<file path="src/rtl/div_restoring_if.sv">
// Request/response bundle between the CPU control unit and the divider.
interface div_restoring_if #(
   parameter int WIDTH = 32
);
   logic             start;
   logic [WIDTH-1:0] dividend;
   logic [WIDTH-1:0] divisor_in;
   logic [WIDTH-1:0] quotient;
   logic [WIDTH-1:0] remainder;
   logic             fim;
   logic             div_zero;
   logic             busy;

   // control unit side
   modport master (
      output start, dividend, divisor_in,
      input  quotient, remainder, fim, div_zero, busy
   );

   // divider side
   modport slave (
      input  start, dividend, divisor_in,
      output quotient, remainder, fim, div_zero, busy
   );
endinterface

</file>
<file path="src/rtl/div_restoring.sv">
// Sequential signed restoring divider: one shift/trial-subtract step per clock,
// fixed latency, quotient truncated toward zero, remainder takes dividend sign.
module div_restoring #(
   parameter int WIDTH = 32
) (
   input  logic          clock,
   input  logic          reset,
   div_restoring_if.slave bus
);
   localparam int            CW   = $clog2(WIDTH);
   localparam logic [CW-1:0] LAST = CW'(WIDTH - 1);

   typedef enum logic [1:0] {IDLE, RUN, FIX, DONE} state_t;

   state_t           state;
   logic [WIDTH:0]   rem;      // partial remainder, one guard bit
   logic [WIDTH-1:0] q_sh;     // dividend magnitude shifting out, quotient shifting in
   logic [WIDTH-1:0] dvs;      // divisor magnitude
   logic             neg_q;
   logic             neg_r;
   logic [CW-1:0]    cnt;
   logic [WIDTH-1:0] quo_q;
   logic [WIDTH-1:0] rem_q;
   logic             fim_q;
   logic             dz_q;
   logic             busy_q;

   // Magnitudes are formed in WIDTH+1 bits so the most negative operand is exact.
   logic [WIDTH:0]   a_ext, b_ext, abs_a, abs_b;
   logic [WIDTH:0]   shifted;
   logic [WIDTH+1:0] trial;

   // operand magnitudes and the trial subtraction for the current step
   always_comb begin
      a_ext   = {bus.dividend[WIDTH-1], bus.dividend};
      b_ext   = {bus.divisor_in[WIDTH-1], bus.divisor_in};
      abs_a   = bus.dividend[WIDTH-1]   ? -a_ext : a_ext;
      abs_b   = bus.divisor_in[WIDTH-1] ? -b_ext : b_ext;
      shifted = {rem[WIDTH-1:0], q_sh[WIDTH-1]};
      trial   = {1'b0, shifted} - {2'b00, dvs};
   end

   // control FSM with datapath and registered outputs
   always_ff @(posedge clock or posedge reset) begin
      if (reset) begin
         state  <= IDLE;
         rem    <= '0;
         q_sh   <= '0;
         dvs    <= '0;
         neg_q  <= 1'b0;
         neg_r  <= 1'b0;
         cnt    <= '0;
         quo_q  <= '0;
         rem_q  <= '0;
         fim_q  <= 1'b0;
         dz_q   <= 1'b0;
         busy_q <= 1'b0;
      end else begin
         fim_q <= 1'b0;
         case (state)
            IDLE: begin
               if (bus.start) begin
                  busy_q <= 1'b1;
                  dz_q   <= 1'b0;
                  if (bus.divisor_in == '0) begin
                     // results from the previous division are left untouched
                     dz_q  <= 1'b1;
                     fim_q <= 1'b1;
                     state <= DONE;
                  end else begin
                     q_sh  <= abs_a[WIDTH-1:0];
                     dvs   <= abs_b[WIDTH-1:0];
                     rem   <= '0;
                     neg_q <= bus.dividend[WIDTH-1] ^ bus.divisor_in[WIDTH-1];
                     neg_r <= bus.dividend[WIDTH-1];
                     cnt   <= '0;
                     state <= RUN;
                  end
               end
            end
            RUN: begin
               if (!trial[WIDTH+1]) begin
                  rem  <= trial[WIDTH:0];
                  q_sh <= {q_sh[WIDTH-2:0], 1'b1};
               end else begin
                  rem  <= shifted;
                  q_sh <= {q_sh[WIDTH-2:0], 1'b0};
               end
               cnt <= cnt + 1'b1;
               if (cnt == LAST) state <= FIX;
            end
            FIX: begin
               quo_q <= neg_q ? -q_sh : q_sh;
               rem_q <= neg_r ? -rem[WIDTH-1:0] : rem[WIDTH-1:0];
               fim_q <= 1'b1;
               state <= DONE;
            end
            DONE: begin
               busy_q <= 1'b0;
               state  <= IDLE;
            end
            default: state <= IDLE;
         endcase
      end
   end

   assign bus.quotient  = quo_q;
   assign bus.remainder = rem_q;
   assign bus.fim       = fim_q;
   assign bus.div_zero  = dz_q;
   assign bus.busy      = busy_q;
endmodule

</file>
<file path="src/flat_wrapper.sv">
// flat-port wrapper written by rule: the top's interface ports become plain ports
module div_restoring_flat 
#(
   parameter int WIDTH = 32
)
  (clock, reset, bus_start, bus_dividend, bus_divisor_in, bus_quotient, bus_remainder, bus_fim, bus_div_zero, bus_busy);
  div_restoring_if #(.WIDTH(WIDTH)) bus_i ();
  input  logic clock;
  input  logic reset;
  input wire logic [$bits(bus_i.start)-1:0] bus_start;
  input wire logic [$bits(bus_i.dividend)-1:0] bus_dividend;
  input wire logic [$bits(bus_i.divisor_in)-1:0] bus_divisor_in;
  output wire logic [$bits(bus_i.quotient)-1:0] bus_quotient;
  output wire logic [$bits(bus_i.remainder)-1:0] bus_remainder;
  output wire logic [$bits(bus_i.fim)-1:0] bus_fim;
  output wire logic [$bits(bus_i.div_zero)-1:0] bus_div_zero;
  output wire logic [$bits(bus_i.busy)-1:0] bus_busy;
  assign bus_i.start = bus_start;
  assign bus_i.dividend = bus_dividend;
  assign bus_i.divisor_in = bus_divisor_in;
  assign bus_quotient = bus_i.quotient;
  assign bus_remainder = bus_i.remainder;
  assign bus_fim = bus_i.fim;
  assign bus_div_zero = bus_i.div_zero;
  assign bus_busy = bus_i.busy;
  div_restoring #(.WIDTH(WIDTH)) u_core (.clock(clock), .reset(reset), .bus(bus_i));
endmodule
</file>
<file path="config.mk">
export PLATFORM = sky130hd
export DESIGN_NAME = div_restoring_flat
export DESIGN_NICKNAME = d
export VERILOG_FILES = /design/src/rtl/div_restoring_if.sv /design/src/rtl/div_restoring.sv /design/src/flat_wrapper.sv
export SDC_FILE = /design/constraint.sdc
export NUM_CORES = 1
export LEC_CHECK = 0
export ABC_AREA = 0
export CELL_PAD_IN_SITES_DETAIL_PLACEMENT = 1
export CELL_PAD_IN_SITES_GLOBAL_PLACEMENT = 1
export CORE_MARGIN = 1.5
export CORE_UTILIZATION = 38
export DETAILED_ROUTE_END_ITERATION = 16
export PLACE_DENSITY_LB_ADDON = 0.15
export SETUP_SLACK_MARGIN = 0.15
export SKIP_CTS_REPAIR_TIMING = 1
export SLEW_MARGIN = 20
export SYNTH_ARGS = -nofsm -noshare
export SYNTH_HDL_FRONTEND = slang
export SYNTH_SLANG_ARGS = --single-unit
</file>
<file path="constraint.sdc">
create_clock -name clock -period 9.3 [get_ports clock]
set_input_delay 0.93 -clock clock [delete_from_list [all_inputs] [get_ports clock]]
set_output_delay 0.93 -clock clock [all_outputs]
set_load 0.02 [all_outputs]
</file>
Yosys cells after proc, flatten, opt, wreduce, memory -nomap -nowiden
Index checks and enable logic that the tools add are counted.
{ "totals": {"word_cells": 60, "ff_bits": 172, "input_bits": 67, "output_inout_bits": 67} }
{ "op_classes": {"eq_ne": 7, "bitwise_logic": 2, "n_reduce_logical": 9, "n_mux": 24, "addsub": 6} }
{ "ops": {"columns": ["operator", "n"], "rows": [
  ["two-way mux 32 bit", 9],
  ["negation 32 bit", 4],
  ["one-hot mux 32 bit (2 select lines)", 2],
  ["subtractor 33 x 32 -> 34 bit", 1],
  ["logical NOT 32 bit", 1],
  ["two-way mux 5 bit", 2],
  ["one-hot mux 5 bit (2 select lines)", 1],
  ["one-hot mux 2 bit (4 select lines)", 1],
  ["two-way mux 2 bit", 3],
  ["AND reduction 2 bit", 3],
  ["AND reduction 3 bit", 2],
  ["adder 5 x 1 -> 5 bit (second input constant)", 1],
  ["== test 5 bit (second input constant)", 1],
  ["== test 2 bit (second input constant)", 2],
  ["two-way mux 1 bit", 4],
  ["!= test 2 bit (second input constant)", 2],
  ["one-hot mux 1 bit (2 select lines)", 2],
  ["nonzero test 2 bit", 2],
  ["== test 2 x 1 -> 1 bit (second input constant)", 1],
  ["logical NOT 2 bit", 1],
  ["!= test 2 x 1 -> 1 bit (second input constant)", 1],
  ["inverter 1 bit", 1],
  ["bitwise XOR 1 bit", 1]
]} }

Longest topological paths before layout
Gate-level depths: netlist of run 1.
{ "logic_depth": {"depth_word": 5, "depth_mapped": 14, "mapped_depth_nobuf": 13} }

Least setup slack after synthesis of run 1
OpenSTA, ideal clock, no wires.
{ "synth_path": {"path_kind": "input to register", "start": "input bus_dividend[6]", "end": "register u_core.q_sh[25]", "path_slack_ns": 5.605, "setup_ns": 0.126, "arrival_time_ns": 3.569, "cell_stages": 9, "cell_sequence": "or4_4 or4_4 or3_4 nand2b_4 or4_4 o41ai_4 xor2_1 nor3_1 a221o_1"} }
{ "synth_via": {"elab_chain_len": 5} }
{ "synth_lines": {"columns": ["element", "line_no", "source"], "rows": [
  ["start, declared", "flat_wrapper.sv:11", "input wire logic [$bits(bus_i.dividend)-1:0] bus_dividend;"],
  ["negation 32 bit", "div_restoring.sv:37", "abs_a = bus.dividend[WIDTH-1] ? -a_ext : a_ext;"],
  ["two-way mux 32 bit", "div_restoring.sv:37", null],
  ["two-way mux 32 bit", "div_restoring.sv:65", "if (bus.divisor_in == '0) begin"],
  ["two-way mux 32 bit", "div_restoring.sv:62", "if (bus.start) begin"],
  ["one-hot mux 32 bit (2 select lines)", "div_restoring.sv:60", "case (state)"],
  ["end signal, assigned", "div_restoring.sv:71", "q_sh <= abs_a[WIDTH-1:0];"],
  ["end signal, assigned", "div_restoring.sv:84", "q_sh <= {q_sh[WIDTH-2:0], 1'b1};"],
  ["end signal, assigned", "div_restoring.sv:87", "q_sh <= {q_sh[WIDTH-2:0], 1'b0};"],
  ["end, declared", "div_restoring.sv:17", "logic [WIDTH-1:0] q_sh;"]
]} }
No other way between the ends. The select of a mux whose other input is x is not followed.
A chain may end at the register's enable or synchronous reset.

Final worst setup path of run 1
{ "layout_path": {"start": "input bus_divisor_in[14]", "end": "register u_core.rem[20]"} }
{ "layout_via": {"elab_chain_len": 3} }
{ "layout_lines": {"columns": ["element", "line_no", "source"], "rows": [
  ["start, declared", "flat_wrapper.sv:12", "input wire logic [$bits(bus_i.divisor_in)-1:0] bus_divisor_in;"],
  ["logical NOT 32 bit", "div_restoring.sv:65", null],
  ["!= test 2 bit (no line)", null, null],
  ["AND reduction 3 bit (no line)", null, null],
  ["end signal, assigned", "div_restoring.sv:83", "rem <= trial[WIDTH:0];"],
  ["end signal, assigned", "div_restoring.sv:86", "rem <= shifted;"],
  ["end, declared", "div_restoring.sv:16", "logic [WIDTH:0] rem;"]
]} }
No other way between the ends.

==> results of run 1 <==
==> path summary, 6_finish.rpt <==
check	startpoint	to	slack (ns)
setup / recovery	bus_divisor_in[14]	u_core.rem[20]	4.63
hold / removal	u_core.cnt[4]	u_core.cnt[4]	0.48
setup reg to reg	u_core.q_sh[31]	u_core.rem[30]	5.44
hold reg to reg	u_core.cnt[4]	u_core.cnt[4]	0.48
min in group asynchronous	reset	u_core.bus.quotient[6]	0.88
max in group asynchronous	reset	u_core.rem[0]	6.37
==> metrics by stage <==
step	instance area (um2)	setup slack, ns
3_3_place_gp	12500	4.37
3_5_place_dp	12500	4.21
5_1_grt	13100	4.40
6_report	13100	4.63
2_1_floorplan	10900	3.71
4_1_cts	13100	4.64
==> cell type report <==
cell class	count	area [um2]	area share (%)
Inverter	48	185	1.41
Tap cell	378	473	3.60
Multi-Input combinational cell	928	6180	47.1
Timing Repair Buffer	142	1390	10.6
Clock inverter	14	148	1.13
Clock buffer	18	439	3.35
Sequential cell	172	4300	32.8
==> registers in the layout, indices dropped and copies added (netlist names) <==
| signal | count |
|---|---|
| u_core.bus.quotient | 32 |
| u_core.bus.remainder | 32 |
| u_core.dvs | 32 |
| u_core.q_sh | 32 |
| u_core.rem | 32 |
| u_core.cnt | 5 |
| u_core.state | 2 |
| u_core.bus.busy | 1 |
| u_core.bus.div_zero | 1 |
| u_core.bus.fim | 1 |
| u_core.neg_q | 1 |
| u_core.neg_r | 1 |
==> logic make-up (layout without fill, tap and decap cells) <==
kind of cell             after synthesis  count (layout)  share of synthesized area [%]
AO/OA/AOI/OAI                        367             367                           21.4
AND/OR/NAND/NOR                      335             335                           14.7
flip-flops                           172             172                           39.6
XOR/XNOR                             147             147                           11.8
buffers and inverters                114             222                           4.06
adder cells (fa/ha/maj)               43              43                           5.02
multiplexers                          36              36                           3.43
==> synth_stat cells, types with 6 or more instances <==
cell type and number:
clkbuf_1 54, nand2b_1 11, o21bai_1 6, a221o_1 22, or4_1 17, nor2b_1 9, xnor2_1 38, mux2_2 10
inv_1 48, buf_1 8, o41ai_1 17, mux2i_1 26, dfrtp_1 172, o21ai_0 110, ha_1 42, nor4_1 7
nand2_1 99, a31oi_1 6, a21oi_1 110, a32oi_1 12, or3_1 9, nor3_1 33, nand3_1 14, nor2_1 105
o31ai_1 37, nand4_1 6, xor2_1 109, a21o_1 10
==> layer usage <==
metal	wire, um	up-vias	global-route usage [%]	share of wire [%]
li1	-	4561	-	-
met1	17100	4511	35.5	55
met2	12500	180	29.6	40
met3	1080	14	2.43	3.5
met4	260	0	4.46	0.84
met5	0	-	0	0
==> worst reg2reg max path, cell delays in order, from the launching register on <==
cell and delay (ns):
dfrtp_1 0.37, inv_1 0.19, ha_1 0.21, inv_1 0.05
fa_1 0.43, a211oi_1 0.35, nor3b_1 0.14, o21ai_0 0.55
o211a_1 0.28, o21ai_0 0.16, a2111oi_0 0.55, o21bai_1 0.15
xnor2_1 0.19, o21ai_0 0.11
==> power breakdown <==
part,internal (W),switching [W]
Sequential,0.00105,0.000278
Combinational,0.000839,0.00118
Clock,0.000367,0.000355
Total,0.00226,0.00181
==> cell usage in the layout, fill, tap and decap left out, types with 8 or more instances in the layout <==
cell type / instances
a221o_1: 22
ha_1: 41
or3_1: 9
nand2b_1: 11
a21o_1: 10
a21oi_1: 108
dfrtp_1: 172
o21ai_0: 110
a32oi_1: 12
clkdlybuf4s50_1: 131
nor2_1: 105
xnor2_1: 38
o41ai_1: 17
nand2_1: 99
o31ai_1: 37
or4_1: 17
mux2i_1: 26
mux2_2: 10
xor2_1: 109
nor2b_1: 9
buf_4: 8
nor3_1: 33
clkbuf_16: 17
nand3_1: 14
inv_1: 47
==> results.md, run 1 <==
* FILL cells at 3265
* Number of synthesized flops with an enable pin at 0
* CP max-delay cell: nand2_1
* Final TNS setup at 0 ns
* Synthesis Warnings at 0
* Post-DP HPWL at 23000 um
* Cell accounting for the most synthesized area: dfrtp_1
* Die Span X at 172 um
* Antenna Cells at 0
* Slew @ Worst Pin at 1.03 ns
* Post-route core utilization at 47.0%
* Core ar. at 27900 um2
* Worst setup EP type: flop
* Post-layout net count at 1419
* Mapped Area at 10900 um2
* Maximum vdd drop at 0.000164 V
* Initial antenna violation count at 0
* Initial DRT Pass Iterations at 5
* Non-Filler Instances at 1700
* Final hold violations at 0
* WP depth at 10
* Startpoint types: primary input
* Yosys reg bits at 172
* Min-Delay Path Depth at 2
* Total GRT Usage at 21.6%
* Critical path type: in2reg
* DIE HEIGHT at 172 um
* Iteration-0 DRC Markers at 548
* Post-synthesis sequential area ratio at 39.6%
* Unrepaired setup endpoints after global routing: false
* Period utilisation layout at 50.2%
* FFs w/ async S/R, synth at 100%
* DP Cell Count at 1668
* Syn Nets at 1324
* Final setup viols at 0
* Clock-pin slew on the worst setup and hold paths at 0.08 ns
* Routed vias at 9266
* H-Tree Depth at 4
* Crit path buffers/inverters at 2
* Grt ovf at 0
* Sink Count at 172
* Fin. max-slew vios at 0
* CP delay by family, top: simple AND/OR/NAND/NOR gates
* CP Cell Sequence: clkdlybuf4s50_1 -> or4_1 -> nor4_1 -> nand4b_1 -> nor2_1 -> a21oi_4 -> buf_4 -> a21o_1 -> nand2_1 -> o21ai_0
* CTS buffer count at 17
* F_max at 0.214 GHz
* Largest net degree at the start of global routing at 119
* Share of layout cells above drive strength 1 at 5.37%
* Status: completed
* Syn Inst Count at 1214
* Initial Util at 38.9%
* CTS tree: yes
* Vias per std cell at 5.45
* P&R area growth vs syn at 20.7%
* Pwr Total at 0.00407 W
* Clock Tree Buf Depth at 2
* Synth Flop Type: dfrtp_1
* Worst EP required at 9.56 ns
* Residual DRC count at 0
* Input/output buffers at 133
* Yosys cell types at 65
* Synth top area cells: dfrtp_1 (40%), xor2_1 (8.8%), a21oi_1 (5.1%)
* Crit path arrival time at 4.93 ns
* Max cap viols at 0
* Ports at 134
* Final wirelength at 30900 um
* Total die area at 29600 um2
* CP max FO at 66
* Final Skew at 0.0185 ns
* First-pass GRT wire length at 49800 um
* FP Rows at 61
* Syn_area_per_cell at 8.96 um2
* R2R cell count at 13
* Final Wtd Congestion at 0.829
* Min Clock Period, post-route at 4.67 ns
* WHS at 0.481 ns
* Clk_lat worst skew at 0.45 ns
* Routed Antenna Nets at 0
* Worst hold path class: reg2reg
* Routed length per instance at 18.2 um
* Cell area power density at 310 nW/um2
* Yosys top cell area share at 39.6%
* Clock Root Buffer: clkbuf_16
* P_leak at 5.74 nW
* Slew HR at 31.2%
* Vias in the first global route at 8944
* CP peak stage delay at 0.80 ns
No activity file was read; power rests on OpenSTA's default activity.
==> run 2: changes to the inputs <==
- clock period: 9.3 -> 4.85 ns (I/O delays scaled with it)
==> run 2 against run 1 <==
Sequential share of layout area shrank 0.22 points. Power grew 93%. Via count grew 0.39%. Clock power grew 93%. Design area grew 0.69%. Wire length shrank 0.48%. Core utilization grew 0.32 points. Die area is the same. Combinational power grew 96%. Hold slack gained 0.0055 ns. Critical path type unchanged. Critical endpoint is now u_core.rem[26]. Largest cell class unchanged.
==> results.md, run 2 (synthesis results as in run 1) <==
* Slew @ Worst Pin at 0.962 ns (was 1.03 ns)
* WHS at 0.486 ns (was 0.481 ns)
* Fin. max-slew vios at 0 (unchanged)
* Initial Util at 38.9% (unchanged)
* Die Span X at 172 um (unchanged)
* Worst hold path class: reg2reg (unchanged)
* Critical hold path startpoint: u_core.cnt[4] (unchanged)
* Grt ovf at 0 (unchanged)
* CP Launch Point: bus_divisor_in[16] (was bus_divisor_in[14])
* DIE HEIGHT at 172 um (unchanged)
* P_leak at 5.78 nW (was 5.74 nW)
* Share of layout cells above drive strength 1 at 5.79% (was 5.37%)
* Reg-to-Reg End: u_core.rem[30] (unchanged)
* Maximum vdd drop at 0.000270 V (was 0.000164 V)
* Routed Antenna Nets at 0 (unchanged)
* Unrepaired setup endpoints after global routing: false (unchanged)
* CP endpoint: u_core.rem[26] (was u_core.rem[20])
* Worst r2r src: u_core.q_sh[31] (unchanged)
* Input/output buffers at 133 (unchanged)
* Final setup viols at 0 (unchanged)
* Switching fraction of total power at 44.1% (was 44.6%)
* Routed vias at 9302 (was 9266)
* Crit path arrival time at 3.88 ns (was 4.93 ns)
* Commonest non-fill, non-tap cells in the layout: dfrtp_1 (172), clkdlybuf4s50_1 (132), o21ai_0 (110) (was dfrtp_1 (172), clkdlybuf4s50_1 (131), o21ai_0 (110))
* Ports at 134 (unchanged)
* CP peak stage delay at 0.61 ns (was 0.80 ns)
* FP Rows at 61 (unchanged)
* Worst EP required at 5.13 ns (was 9.56 ns)
* CP max FO at 27 (was 66)
* Final wirelength at 30800 um (was 30900 um)
* Total GRT Usage at 21.5% (was 21.6%)
* Most common cell after layout, fill and taps aside: dfrtp_1 (unchanged)
* Non-Filler Instances at 1707 (was 1700)
* P&R area growth vs syn at 21.5% (was 20.7%)
* Power share of the clock group at 17.7% (about the same)
* Initial antenna violation count at 0 (unchanged)
* CTS tree: yes (unchanged)
* DP Cell Count at 1675 (was 1668)
* Cell area power density at 596 nW/um2 (was 310 nW/um2)
* Crit path buffers/inverters at 2 (unchanged)
* R2R Setup Slk at 1.27 ns (was 5.44 ns)
* Worst setup EP type: flop (unchanged)
* Sw Pwr at 0.00347 W (was 0.00181 W)
* Final hold violations at 0 (unchanged)
* Antenna Cells at 0 (unchanged)
* CP Cell Sequence: clkdlybuf4s50_1 -> or4_1 -> nor4_1 -> nand4b_1 -> nor2_1 -> a21oi_4 -> a21o_1 -> and2_1 -> buf_4 -> a32oi_1 -> o21ai_0 (was clkdlybuf4s50_1 -> or4_1 -> nor4_1 -> nand4b_1 -> nor2_1 -> a21oi_4 -> buf_4 -> a21o_1 -> nand2_1 -> o21ai_0)
* Core ar. at 27900 um2 (unchanged)
* Cell area after layout at 13200 um2 (was 13100 um2)
* Placed Area at 12600 um2 (was 12500 um2)
* Total die area at 29600 um2 (unchanged)
* Routed length per instance at 18.0 um (was 18.2 um)
* Initial DRT Pass Iterations at 4 (was 5)
* Max cap viols at 0 (unchanged)
* Final TNS setup at 0 ns (unchanged)
* Clock Tree Buf Depth at 2 (unchanged)
* H-Tree Depth at 4 (unchanged)
* Sink Count at 172 (unchanged)
* Post-DP HPWL at 22900 um (was 23000 um)
* Slew HR at 35.9% (was 31.2%)
* Residual DRC count at 0 (unchanged)
* Clk_lat worst skew at 0.43 ns (was 0.45 ns)
* Final Wtd Congestion at 0.893 (was 0.829)
* Vias per std cell at 5.45 (about the same)
* Post-layout net count at 1426 (was 1419)
* Min Clock Period, post-route at 3.60 ns
* Sequential Power Share at 32.0% (was 32.6%)
* Status: completed (unchanged)
* FILL cells at 3255 (was 3265)
* Iteration-0 DRC Markers at 455 (was 548)
* CTS buffer count at 17 (unchanged)
* Pwr Total at 0.00787 W (was 0.00407 W)
* F_max at 0.278 GHz
* Startpoint types: primary input (unchanged)
* R2R cell count at 13 (unchanged)
* Final Skew at 0.0143 ns (was 0.0185 ns)
* First-pass GRT wire length at 50300 um (was 49800 um)
* Cell Int Power at 0.00440 W (was 0.00226 W)
* Critical path type: in2reg (unchanged)
* Largest net degree at the start of global routing at 173 (was 119)
* Comb pwr share at 50.4% (was 49.6%)
* Period utilisation layout at 74.1%
* CP max-delay cell: or4_1 (was nand2_1)
* CP delay by family, top: simple AND/OR/NAND/NOR gates (unchanged)
* WP depth at 11 (was 10)
* Clock Root Buffer: clkbuf_16 (unchanged)
* Clock-pin slew on the worst setup and hold paths at 0.08 ns (about the same)
* Vias in the first global route at 9164 (was 8944)
-- run 2: power by group through the flow --
stage | Sequential [W] | Clock, W | Combinational [W]
floorplan | 0.00271 | 0 | 0.00234
finish | 0.00252 | 0.00139 | 0.00396
CTS | 0.00251 | 0.00143 | 0.00399
detailed placement | 0.00254 | 0 | 0.00395
global route | 0.00259 | 0.00148 | 0.00443
global placement | 0.00251 | 0 | 0.00386
-- run 2: worst register-to-register path, cell delays in order (launching register included) --
cell	delay, ns
dfrtp_1	0.37
inv_1	0.18
ha_1	0.21
inv_1	0.05
fa_1	0.43
a211oi_1	0.34
nor3b_1	0.14
o21ai_0	0.49
o211a_1	0.27
o21ai_0	0.16
a2111oi_0	0.46
o21bai_1	0.12
xnor2_1	0.15
o21ai_0	0.09
-- run 2: final cells by class --
cell class	count	area [um2]	share of cell area (%)
tap	378	473	3.58
multi-input combinational	928	6180	46.8
clock inverter	15	174	1.32
inverter	48	184	1.39
timing repair buffer	149	1470	11.1
clock buffer	17	425	3.22
sequential	172	4300	32.6
-- run 2: worst min-delay path by stage --
stage / end / slack [ns] / cells after the start
2_1_floorplan: u_core.cnt[4] / 0.45 / 2
3_3_place_gp: u_core.cnt[4] / 0.46 / 2
3_5_place_dp: u_core.cnt[4] / 0.47 / 2
4_1_cts: u_core.cnt[4] / 0.49 / 2
5_1_grt: u_core.bus.remainder[30] / 0.53 / 1
6_report: u_core.cnt[4] / 0.49 / 2
-- run 2: per-stage QoR --
step                utilization (%)  setup slack, ns
finish                         47.3             1.25
global route                   47.3            0.937
CTS                            47.3             1.24
detailed placement             45.2            0.809
global placement               45.2            0.890
floorplan                         -             1.60
-- run 2: per-layer routing --
layer / routed length, um / vias to the layer above / global-route usage (%)
met5: 0 / - / 0
met4: 271 / 0 / 4.69
met3: 936 / 15 / 2.52
met2: 12900 / 146 / 30.5
met1: 16700 / 4563 / 34.3
li1: - / 4578 / -
==> run 3: changes to the inputs <==
- clock period: 4.85 -> 3.65 ns (I/O delays scaled with it)
==> run 3 against run 2 <==
Power up 35%. Clock skew down 0.0024 ns. Hold slack worse by 0.082 ns. First-iteration DRC count up 17%.
==> results.md, run 3 (synthesis results as in run 1) <==
* Share of layout cells above drive strength 1 at 9.24% (was 5.79%)
* Non-Filler Instances at 1753 (was 1707)
* Maximum vdd drop at 0.000680 V (was 0.000270 V)
* Clock-pin slew on the worst setup and hold paths at 0.08 ns (about the same)
* Max cap viols at 0 (unchanged)
* Input/output buffers at 133 (unchanged)
* Final setup viols at 0 (unchanged)
* Worst hold path class: in2async (was reg2reg)
* Initial DRT Pass Iterations at 5 (was 4)
* Core ar. at 27900 um2 (unchanged)
* Cell area after layout at 13700 um2 (was 13200 um2)
* Most common cell after layout, fill and taps aside: dfrtp_1 (unchanged)
* Startpoint types: flop (was primary input)
* Post-route core utilization at 48.9% (was 47.3%)
* Cell area power density at 779 nW/um2 (was 596 nW/um2)
* Worst setup EP type: flop (unchanged)
* Critical path type: reg2reg (was in2reg)
* Antenna Cells at 0 (unchanged)
* Routed Antenna Nets at 0 (unchanged)
* Die Span X at 172 um (unchanged)
* Iteration-0 DRC Markers at 534 (was 455)
* Crit path arrival time at 3.51 ns (was 3.88 ns)
* CTS buffer count at 17 (unchanged)
* F_max at 0.309 GHz
* Grt ovf at 0 (unchanged)
* Final hold violations at 0 (unchanged)
* Period utilisation layout at 88.6%
* CP max FO at 8 (was 27)
* Routed length per instance at 18.1 um (was 18.0 um)
* Final Skew at 0.0119 ns (was 0.0143 ns)
* Clock Root Buffer: clkbuf_16 (unchanged)
* Total GRT Usage at 22.0% (was 21.5%)
* Post-layout net count at 1472 (was 1426)
* Initial Util at 38.9% (unchanged)
* Vias per std cell at 5.42 (was 5.45)
* Unrepaired setup endpoints after global routing: true (was false)
* First-pass GRT wire length at 51100 um (was 50300 um)
* Slew HR at 33.3% (was 35.9%)
* Sink Count at 172 (unchanged)
* DP Cell Count at 1721 (was 1675)
* Total die area at 29600 um2 (unchanged)
* Slew @ Worst Pin at 1.00 ns (was 0.962 ns)
* Largest net degree at the start of global routing at 76 (was 173)
* P_leak at 6.05 nW (was 5.78 nW)
* Clock Tree Buf Depth at 2 (unchanged)
* Post-DP HPWL at 24000 um (was 22900 um)
* Worst r2r src: u_core.rem[14] (was u_core.q_sh[31])
* Fin. max-slew vios at 0 (unchanged)
* Final TNS setup at 0 ns (unchanged)
* Final wirelength at 31700 um (was 30800 um)
* FP Rows at 61 (unchanged)
* R2R Setup Slk at 0.42 ns (was 1.27 ns)
* Worst EP required at 3.93 ns (was 5.13 ns)
* Vias in the first global route at 9477 (was 9164)
* Residual DRC count at 0 (unchanged)
* Clk_lat worst skew at 0.44 ns (was 0.43 ns)
* WHS at 0.404 ns (was 0.486 ns)
* Placed Area at 13000 um2 (was 12600 um2)
* CTS tree: yes (unchanged)
* Min Clock Period, post-route at 3.23 ns
* Reg-to-Reg End: u_core.bus.remainder[31] (was u_core.rem[30])
* Status: completed (unchanged)
* Ports at 134 (unchanged)
* Routed vias at 9506 (was 9302)
* FILL cells at 3235 (was 3255)
* Commonest non-fill, non-tap cells in the layout: dfrtp_1 (171), clkdlybuf4s50_1 (133), o21ai_0 (110) (was dfrtp_1 (172), clkdlybuf4s50_1 (132), o21ai_0 (110))
* P&R area growth vs syn at 25.7% (was 21.5%)
* Final Wtd Congestion at 0.860 (was 0.893)
* Initial antenna violation count at 0 (unchanged)
* DIE HEIGHT at 172 um (unchanged)
* H-Tree Depth at 4 (unchanged)
* R2R cell count at 10 (was 13)
-- run 3: changes by cell type in the layout (fill, tap and decap cells not counted), moves of 2 or more --
cell	delta
nor3_2	+2
nor3_1	-2
clkinv_4	-2
buf_12	+5
clkinv_8	+4
buf_4	+41
-- run 3: metal layers --
metal / track usage (%) / share of wire (%) / routed length (um) / up-vias
li1: - / - / - / 4658
met1: 34.3 / 53 / 16900 / 4656
met2: 32.1 / 42 / 13300 / 176
met3: 3.07 / 3.8 / 1200 / 16
met4: 4.01 / 0.76 / 242 / 0
met5: 0 / 0 / 0 / -
-- run 3: metrics by stage --
stage / worst slack (ns) / power [W]
after detailed placement: 0.0259 / 0.00874
after global placement: 0.0309 / 0.00856
after CTS: 0.259 / 0.0107
after floorplan: 0.512 / 0.00670
final: 0.417 / 0.0106
after global routing: 0.150 / 0.0114
-- run 3: area by class of cell --
cell class / count / area [um2] / share of cell area, %
Tap cell: 378 / 473 / 3.46
Clock buffer: 17 / 425 / 3.11
Timing Repair Buffer: 195 / 1880 / 13.8
Inverter: 48 / 184 / 1.35
Clock inverter: 15 / 199 / 1.46
Multi-Input combinational cell: 928 / 6200 / 45.4
Sequential cell: 172 / 4310 / 31.5
-- run 3: worst max path at each step --
stage | cells past startpoint | slack [ns] | from | endpoint
after detailed placement | 10 | 0.03 | bus_dividend[6] | u_core.q_sh[25]
after CTS | 10 | 0.26 | u_core.rem[14] | u_core.bus.remainder[31]
after global placement | 10 | 0.03 | bus_dividend[6] | u_core.q_sh[25]
after floorplan | 11 | 0.51 | u_core.rem[0] | u_core.rem[10]
after global routing | 10 | 0.15 | u_core.rem[14] | u_core.bus.remainder[31]
final | 10 | 0.42 | u_core.rem[14] | u_core.bus.remainder[31]
-- run 3: worst max-delay path, cell delays in order (launching register included) --
cell and delay [ns]:
dfrtp_2 0.48, or4_4 0.58, nor4_1 0.18, buf_4 0.16, or4b_1 0.48, or3_1 0.37, nor3_2 0.15, nand2_1 0.11
o31ai_1 0.24, xor2_1 0.23, a21oi_1 0.09
-- run 3: report_power, final --
group / leakage [nW] / switching, W / internal [W]
Combinational: 3.63 / 0.00307 / 0.00227
Clock: 0.303 / 0.000905 / 0.000993
Sequential: 2.11 / 0.000735 / 0.00268
